### src/rtl/ecc_scrub_ctrl.sv
`timescale 1ns/1ps
// ecc_scrub_ctrl: background ECC scrubber that shares one memory port with a host.
// Define SCRUB_ERRLOG_EN to record the address of the last corrected word in err_addr.
module ecc_scrub_ctrl #(
    parameter int ADDR_W = 8,
    parameter int DEPTH  = 256,
    parameter int CNT_W  = 16
) (
    input  logic              clk,
    input  logic              rst_n,
    input  logic              start,
    output logic              busy,
    output logic              done,
    input  logic              host_req,
    output logic              host_gnt,
    output logic              mem_rd_en,
    output logic              mem_wr_en,
    output logic [ADDR_W-1:0] mem_addr,
    output logic [39:0]       mem_wr_data,
    input  logic [39:0]       mem_rd_data,
    output logic [31:0]       cor_data,
    output logic [7:0]        cor_chk,
    output logic              cor_en,
    input  logic [31:0]       cor_out,
    output logic [CNT_W-1:0]  corr_cnt,
    output logic [ADDR_W-1:0] err_addr
);

    typedef enum logic [2:0] {
        ST_IDLE,
        ST_RD,
        ST_WAIT,
        ST_CHK,
        ST_WB,
        ST_NEXT,
        ST_DONE
    } state_t;

    state_t            state;
    state_t            next;
    logic [ADDR_W-1:0] addr;
    logic [39:0]       word_q;
    logic [31:0]       fix_q;
    logic              last;

    assign last     = (addr == ADDR_W'(DEPTH - 1));
    assign host_gnt = host_req & (state == ST_IDLE || state == ST_RD);

    always_ff @(posedge clk or negedge rst_n) begin
        if (!rst_n) begin
            state <= ST_IDLE;
        end else begin
            state <= next;
        end
    end

    always_comb begin
        next        = state;
        busy        = (state != ST_IDLE);
        done        = 1'b0;
        mem_rd_en   = 1'b0;
        mem_wr_en   = 1'b0;
        mem_addr    = '0;
        mem_wr_data = '0;
        cor_data    = '0;
        cor_chk     = '0;
        cor_en      = 1'b0;
        unique case (state)
            ST_IDLE: begin
                if (start) next = ST_RD;
            end
            ST_RD: begin
                // The host wins the port; the read is simply deferred.
                if (!host_req) begin
                    mem_rd_en = 1'b1;
                    mem_addr  = addr;
                    next      = ST_WAIT;
                end
            end
            ST_WAIT: begin
                next = ST_CHK;
            end
            ST_CHK: begin
                cor_en   = 1'b1;
                cor_data = word_q[31:0];
                cor_chk  = word_q[39:32];
                next     = (cor_out != word_q[31:0]) ? ST_WB : ST_NEXT;
            end
            ST_WB: begin
                mem_wr_en   = 1'b1;
                mem_addr    = addr;
                mem_wr_data = {word_q[39:32], fix_q};
                next        = ST_NEXT;
            end
            ST_NEXT: begin
                next = last ? ST_DONE : ST_RD;
            end
            ST_DONE: begin
                done = 1'b1;
                next = ST_IDLE;
            end
            default: begin
                next = ST_IDLE;
            end
        endcase
    end

    always_ff @(posedge clk or negedge rst_n) begin
        if (!rst_n) begin
            addr     <= '0;
            word_q   <= '0;
            fix_q    <= '0;
            corr_cnt <= '0;
        end else begin
            unique case (state)
                ST_IDLE: begin
                    if (start) begin
                        addr     <= '0;
                        corr_cnt <= '0;
                    end
                end
                ST_WAIT: word_q <= mem_rd_data;
                ST_CHK:  fix_q  <= cor_out;
                ST_WB: begin
                    if (corr_cnt != {CNT_W{1'b1}}) corr_cnt <= corr_cnt + CNT_W'(1);
                end
                ST_NEXT: begin
                    if (!last) addr <= addr + ADDR_W'(1);
                end
                default: ;
            endcase
        end
    end

`ifdef SCRUB_ERRLOG_EN
    always_ff @(posedge clk or negedge rst_n) begin
        if (!rst_n) begin
            err_addr <= '0;
        end else if (state == ST_WB) begin
            err_addr <= addr;
        end
    end
`else
    assign err_addr = '0;
`endif

endmodule
### config.mk
export PLATFORM = sky130hd
export DESIGN_NAME = ecc_scrub_ctrl
export DESIGN_NICKNAME = d
export VERILOG_FILES = /design/src/rtl/ecc_scrub_ctrl.sv
export SDC_FILE = /design/constraint.sdc
export NUM_CORES = 1
export LEC_CHECK = 0
export CORE_MARGIN = 2
export CORE_UTILIZATION = 43
export DETAILED_ROUTE_END_ITERATION = 8
export PLACE_DENSITY = 0.78
export SYNTH_ARGS = -nofsm -noshare
export SYNTH_HDL_FRONTEND = slang
export SYNTH_SLANG_ARGS = --single-unit
export TNS_END_PERCENT = 5
### constraint.sdc
create_clock -name clk -period 2.9 [get_ports clk]
set_clock_uncertainty 0.15 [all_clocks]
set_input_delay 0.29 -clock clk [delete_from_list [all_inputs] [get_ports clk]]
set_output_delay 0.29 -clock clk [all_outputs]
set_load 0.02 [all_outputs]
==> results of run 1 <==
-- area by class of cell --
class,count,area (um2),area share [%]
multi-input cells,342,2620,34.3
flip-flops and latches,99,2480,32.4
repair buffers,199,2020,26.4
clock buffers,10,239,3.13
well taps,147,184,2.41
clock inverters,6,87.6,1.15
inverters,3,11.3,0.147
-- worst max-delay path: cells and delay by family (launching register included) --
kind / cells / cell delay, ns
and+or+nand+nor: 3 / 0.57
buffers and inverters: 2 / 0.84
DFF: 1 / 0.51
-- layer usage --
layer	routed length (um)	share of wire, %	GRT usage (%)
met1	5580	40	25.6
met2	7070	50	38.3
met3	1200	8.5	9.05
met4	271	1.9	6.91
met5	0	0	0
-- cell usage after synthesis (2+ instances only) --
cell type	instances
dfrtp_1	99
and2_1	80
mux2_2	73
xor2_1	26
nand2_1	18
nor2_1	18
xnor2_1	17
nand3_1	13
clkbuf_1	11
nor3_1	11
buf_2	10
nor2b_1	10
buf_4	8
nor4_1	8
nand4_1	6
and3_1	5
o21ai_0	5
and4_1	4
inv_1	3
o211ai_1	3
o21a_1	3
o22a_1	3
a211o_1	2
a21oi_1	2
ha_1	2
nand2b_1	2
nand3b_1	2
o2111ai_1	2
or3_1	2
-- worst max-delay path by stage --
stage                               startpoint           end  slack [ns]  depth (start not counted)
final                     state[1]$_DFFE_PN0P_   mem_addr[0]        0.19                          5
after global routing      state[1]$_DFFE_PN0P_   mem_addr[0]        0.03                          5
after CTS                 state[1]$_DFFE_PN0P_  cor_data[18]       0.002                          4
after detailed placement              host_req   mem_addr[0]        0.26                          5
after global placement                host_req   mem_addr[0]        0.42                          5
after floorplan           state[2]$_DFFE_PN0P_   mem_addr[0]        0.32                          4
-- registers in the layout, indices dropped and copies added (netlist names) --
signal and cells:
addr 8, corr_cnt 16, fix_q 32, state 3
word_q 40
-- stage by stage --
stage               instance area (um2)  worst slack, ns  util [%]
floorplan                          5260            0.325         -
global placement                   7290            0.422      61.0
detailed placement                 7290            0.264      61.0
CTS                                7630          0.00208      63.8
global route                       7640           0.0271      63.9
finish                             7640            0.190      63.9
-- what timing repair did --
item | in CTS | in global routing
endpoints found under the setup margin | 0 | 44
hold buffers | 1 | 0
gates resized for setup | 0 | 4
endpoints found under the hold margin | 42 | 0
-- placed cells by master, fill, tap and decap left out, types with 4 or more instances in the layout --
cell             instances
clkdlybuf4s50_1        184
dfrtp_1                 97
and2_1                  80
mux2_2                  73
xor2_1                  26
nor2_1                  18
nand2_1                 18
xnor2_1                 17
nand3_1                 13
nor2b_1                 10
nor3_1                  10
clkbuf_16                9
buf_4                    9
nor4_1                   8
conb_1                   8
nand4_1                  6
o21ai_0                  5
buf_12                   5
and3_1                   4
and4_1                   4
-- report_power, final --
group	internal, mW	switching, mW
combinational	1.51	1.30
sequential	1.95	0.451
clock	0.781	0.527
-- cells by family (layout without fill, tap and decap cells) --
| logic type | Yosys count | in the layout |
|---|---|---|
| compound gates | 27 | 27 |
| xor+xnor | 43 | 43 |
| fa+ha+maj | 2 | 2 |
| buf+inv | 33 | 218 |
| flops | 99 | 99 |
| mux | 74 | 74 |
| other cells | 1 | 8 |
| simple gates | 188 | 188 |
==> qor.txt, run 1 <==
=================================================================================
Number of cells produced by synthesis                                         467
Post-Syn Area per Cell                                                   11.2 um2
# setup viols final                                                             0
Number of synthesized register bits                                            99
Largest driver fanout on the critical path                                     35
Dominant cells by area after synthesis                               dfrtp_1, mux2_2, and2_1
Relative area change from synthesis to final layout                         46.1%
Simple logic cell fraction of the synthesized area                          21.6%
Data required time of the critical path                                   2.46 ns
Final sum of negative setup slack                                            0 ns
Main combinational cell family by area after synthesis               simple AND/OR/NAND/NOR gates
Static leakage                                                            3.12 nW
Bufs on Longest Clock Path                                                      2
Worst slew pin tran                                                      0.665 ns
Overflow left after global routing                                              0
Startpoint Class                                                        flip-flop
Maximum number of pins on one net before global-route repair                   58
RSZ-0062 raised after global routing                                           no
Fmax                                                                      369 MHz
Clock latency on the worst-skew pair                                      0.35 ns
Final max-slew violation count                                                  0
Hold Crit Class                                                      input pin to async pin
Number of sinks handled by clock tree synthesis                                99
Cell Rows                                                                      40
Post-Syn Area                                                            5230 um2
Global-route wire length before repair                                   22500 um
Number of buffers created by CTS                                                9
Largest area contributor in the netlist                                   dfrtp_1
Slack of the worst reg-to-reg path                                        0.55 ns
Flip-flop cell with the highest count after synthesis                     dfrtp_1
Number of iterations in the first detailed-routing pass                         4
Final Instance Count excl. Fillers                                            806
Worst Hold Slack                                                         0.327 ns
Drc violations                                                                  0
Post-synth EDFFs                                                                0
Top-level I/O count                                                           194
Cell Chain, Critical Path                                            nor3b_4 > buf_12 > nor2_1 > nor2b_1 > clkdlybuf4s50_1
Proportion of synthesized area in mux cells                                 16.0%
Data arrival time of the worst path                                       2.27 ns
Sequential share of the synthesized area                                    47.4%
Floorplan die height                                                       114 um
Detailed-route wire length                                               14100 um
Number of hold-slack violations in the final timing report                      0
Core Region                                                             12000 um2
Beginning of the worst register-to-register path                     corr_cnt[0]$_DFFE_PN0P_
Input/output buffers                                                          185
Synth warnings                                                                  0
Area share of the largest cell type after synthesis                         47.4%
Number of library cell types mapped by synthesis                               48
Status                                                               complete, no violations
Initial antenna violation count                                                 0
Maximum cell stage delay along the critical path                          0.62 ns
Post-route minimum period                                                 2.71 ns
Via count of the first global-routing pass                                   4384
Placed insts                                                                  789
Buffers inserted during post-CTS setup optimization                             0
DRT antenna net count                                                           0
Worst-case vdd ir drop                                                     487 uV
Via Count                                                                    4180
Share of async-settable or async-resettable flops after synthesis            100%
Fill count                                                                    978
R2r worst-path depth                                                            6
Antenna Cells                                                                   0
Crit Reg-Reg Endpoint                                                corr_cnt[8]$_DFFE_PN0P_
Fraction of the cycle the final worst path needs                            93.4%
Slew Limit Headroom                                                         55.3%
Proportion of layout cells with a drive suffix above 1                      17.8%
Routed vias/inst                                                             5.19
Power per cell area                                                    853 nW/um2
Die footprint                                                           13100 um2
Register clock-pin slew on the reported worst setup and hold paths        0.06 ns
Global routing usage summed across all routing layers                       22.4%
Overall power after layout                                                6.52 mW
Clk Tree Root Cell                                                      clkbuf_16
Maximum capacitance violations                                                  0
Adder-cell area share of the yosys netlist                                 0.478%
CTS tree                                                                     done
Estimated wirelength of the detail-placed design                         10400 um
Sort of element at the end of the critical path                      primary output
Final RePlAce weighted congestion                                           0.833
Average wire length per cell after detail routing                         17.5 um
Number of nets in the layout                                                  732
Initial detailed-routing violation count                                      180
H-tree depth                                                                    3
Compound-cell area share of the yosys netlist                               3.99%
Slowest-stage cell, CP                                               clkdlybuf4s50_1
Floorplan die width                                                        114 um
Initial cell density of the core                                            43.7%
WS Path Type                                                         flip-flop to primary output
Xor-xnor portion of the synthesized cell area                               7.20%
=================================================================================
Note: power is estimated with default switching activity, not from simulation.
==> inputs of run 2 (changes only) <==
--- a/config.mk
+++ b/config.mk
@@ -9,6 +9,7 @@
 export CORE_UTILIZATION = 43
 export DETAILED_ROUTE_END_ITERATION = 8
 export PLACE_DENSITY = 0.78
+export REMOVE_ABC_BUFFERS = 1
 export SYNTH_ARGS = -nofsm -noshare
 export SYNTH_HDL_FRONTEND = slang
 export SYNTH_SLANG_ARGS = --single-unit
==> qor.txt, run 2 (synthesized netlist as in run 1, its figures left out) <==
=====================================================================================
Worst Hold Slack                                                             0.191 ns
WS Path Type                                                             flip-flop to primary output
Most frequent standard cell in the layout excluding fill and tap cells   clkdlybuf4s50_1
Worst-case vdd ir drop                                                         420 uV
Via count of the first global-routing pass                                       4154
Bufs on Longest Clock Path                                                          2
Maximum number of pins on one net before global-route repair                       87
Static leakage                                                                3.22 nW
Number of iterations in the first detailed-routing pass                             4
Largest driver fanout on the critical path                                         35
Final Instance Count excl. Fillers                                                802
Relative area change from synthesis to final layout                             45.3%
Startpoint Class                                                            flip-flop
Clk Tree Root Cell                                                          clkbuf_16
Top-level I/O count                                                               194
Clock latency on the worst-skew pair                                          0.34 ns
Initial cell density of the core                                                43.7%
Final RePlAce weighted congestion                                               0.939
Floorplan die height                                                           114 um
Slew Limit Headroom                                                             52.9%
Status                                                                   complete, no violations
Antenna Cells                                                                       0
Cell Rows                                                                          40
Largest register by flop count                                                 word_q
Fraction of the cycle the final worst path needs                                95.8%
Via Count                                                                        4172
Area of all sequential standard cells                                        2480 um2
Global-route wire length before repair                                       21100 um
Placed insts                                                                      785
Fill count                                                                        965
Number of buffers and inverters on the critical path                                3
Initial detailed-routing violation count                                          196
Routed vias/inst                                                                 5.20
Estimated wirelength of the detail-placed design                              9690 um
Cell type group with the largest total delay on the critical path        buffers and inverters
Die footprint                                                               13100 um2
Maximum capacitance violations                                                      0
Cell Chain, Critical Path                                                inv_1 > and3_2 > buf_6 > and2_1 > clkdlybuf4s50_1
# setup viols final                                                                 0
Number of sinks handled by clock tree synthesis                                    99
Final sum of negative setup slack                                                0 ns
Most used cells in the layout excluding fill and tap cells               clkdlybuf4s50_1, dfrtp_1, and2_1, mux2_2, xor2_1
Final max-slew violation count                                                      0
Maximum cell stage delay along the critical path                              0.62 ns
Area occupied by multi-input gates                                           2620 um2
Detailed-route wire length                                                   13400 um
H-tree depth                                                                        3
Global routing usage summed across all routing layers                           20.6%
Data required time of the critical path                                       2.46 ns
Proportion of layout cells with a drive suffix above 1                          16.6%
Average wire length per cell after detail routing                             16.7 um
Max reg flops                                                                      40
Floorplan die width                                                            114 um
Initial antenna violation count                                                     0
Number of buffers created by CTS                                                    9
Fmax                                                                          360 MHz
Drc violations                                                                      0
Overflow left after global routing                                                  0
Power per cell area                                                        835 nW/um2
DRT antenna net count                                                               0
Register clock-pin slew on the reported worst setup and hold paths            0.06 ns
Post-route minimum period                                                     2.78 ns
Number of nets in the layout                                                      728
Worst slew pin tran                                                          0.701 ns
Hold Crit Class                                                          input pin to async pin
Sort of element at the end of the critical path                          primary output
CTS tree                                                                         done
Core Region                                                                 12000 um2
RSZ-0062 raised after global routing                                               no
Slowest-stage cell, CP                                                   clkdlybuf4s50_1
Largest registers in the final layout                                    word_q x40, fix_q x32, corr_cnt x16
Data arrival time of the worst path                                           2.34 ns
Input/output buffers                                                              185
Number of hold-slack violations in the final timing report                          0
=====================================================================================
run 2: per-layer routing:
metal	track usage, %	part of all wire, %	up-vias
li1	-	-	1953
met1	25.2	41	2040
met2	35.6	51	160
met3	4.98	6.8	19
met4	7.48	1.9	0
met5	0	0	-
run 2: worst paths after layout:
kind	start	endpoint	slack, ns	cells past startpoint
worst max-delay path	state[2]$_DFFE_PN0P_	cor_data[0]	0.12	5
min in group clk	fix_q[7]$_DFFE_PN0N_	fix_q[7]$_DFFE_PN0N_	0.35	1
worst min-delay path	rst_n	addr[2]$_DFFE_PN0P_	0.19	2
worst max register to register	state[2]$_DFFE_PN0P_	corr_cnt[8]$_DFFE_PN0P_	0.50	7
max in group asynchronous	rst_n	word_q[24]$_DFFE_PN0P_	1.69	3
worst min register to register	fix_q[7]$_DFFE_PN0N_	fix_q[7]$_DFFE_PN0N_	0.35	1
run 2: per-stage QoR:
stage / total power, mW / cell area [um2] / utilization (%) / setup WS, ns
floorplan: 4.00 / 5090 / - / -1.35
global placement: 5.02 / 7240 / 60.5 / 0.371
detailed placement: 5.13 / 7240 / 60.5 / 0.274
CTS: 6.39 / 7570 / 63.3 / 0.0318
global route: 6.72 / 7600 / 63.5 / 0.00957
finish: 6.34 / 7600 / 63.5 / 0.122
run 2: layout make-up:
class / instances / share of cell area [%]
timing repair buffer: 195 / 26.3
clock inverter: 1 / 0.395
sequential: 99 / 32.6
tap: 147 / 2.42
clock buffer: 15 / 3.66
multi-input combinational: 342 / 34.5
inverter: 3 / 0.148
run 2: power breakdown:
part	switching (mW)	internal, mW
Clock	0.491	0.741
Combinational	1.26	1.47
Sequential	0.428	1.95
run 2: repair_timing:
| item | CTS | global route |
|---|---|---|
| hold buffers | 1 | 0 |
| resized for setup | 3 | 10 |
| setup endpoints to repair | 6 | 30 |
| setup buffers | 0 | 0 |
| pin swaps | 0 | 0 |
| endpoints found under the hold margin | 13 | 0 |
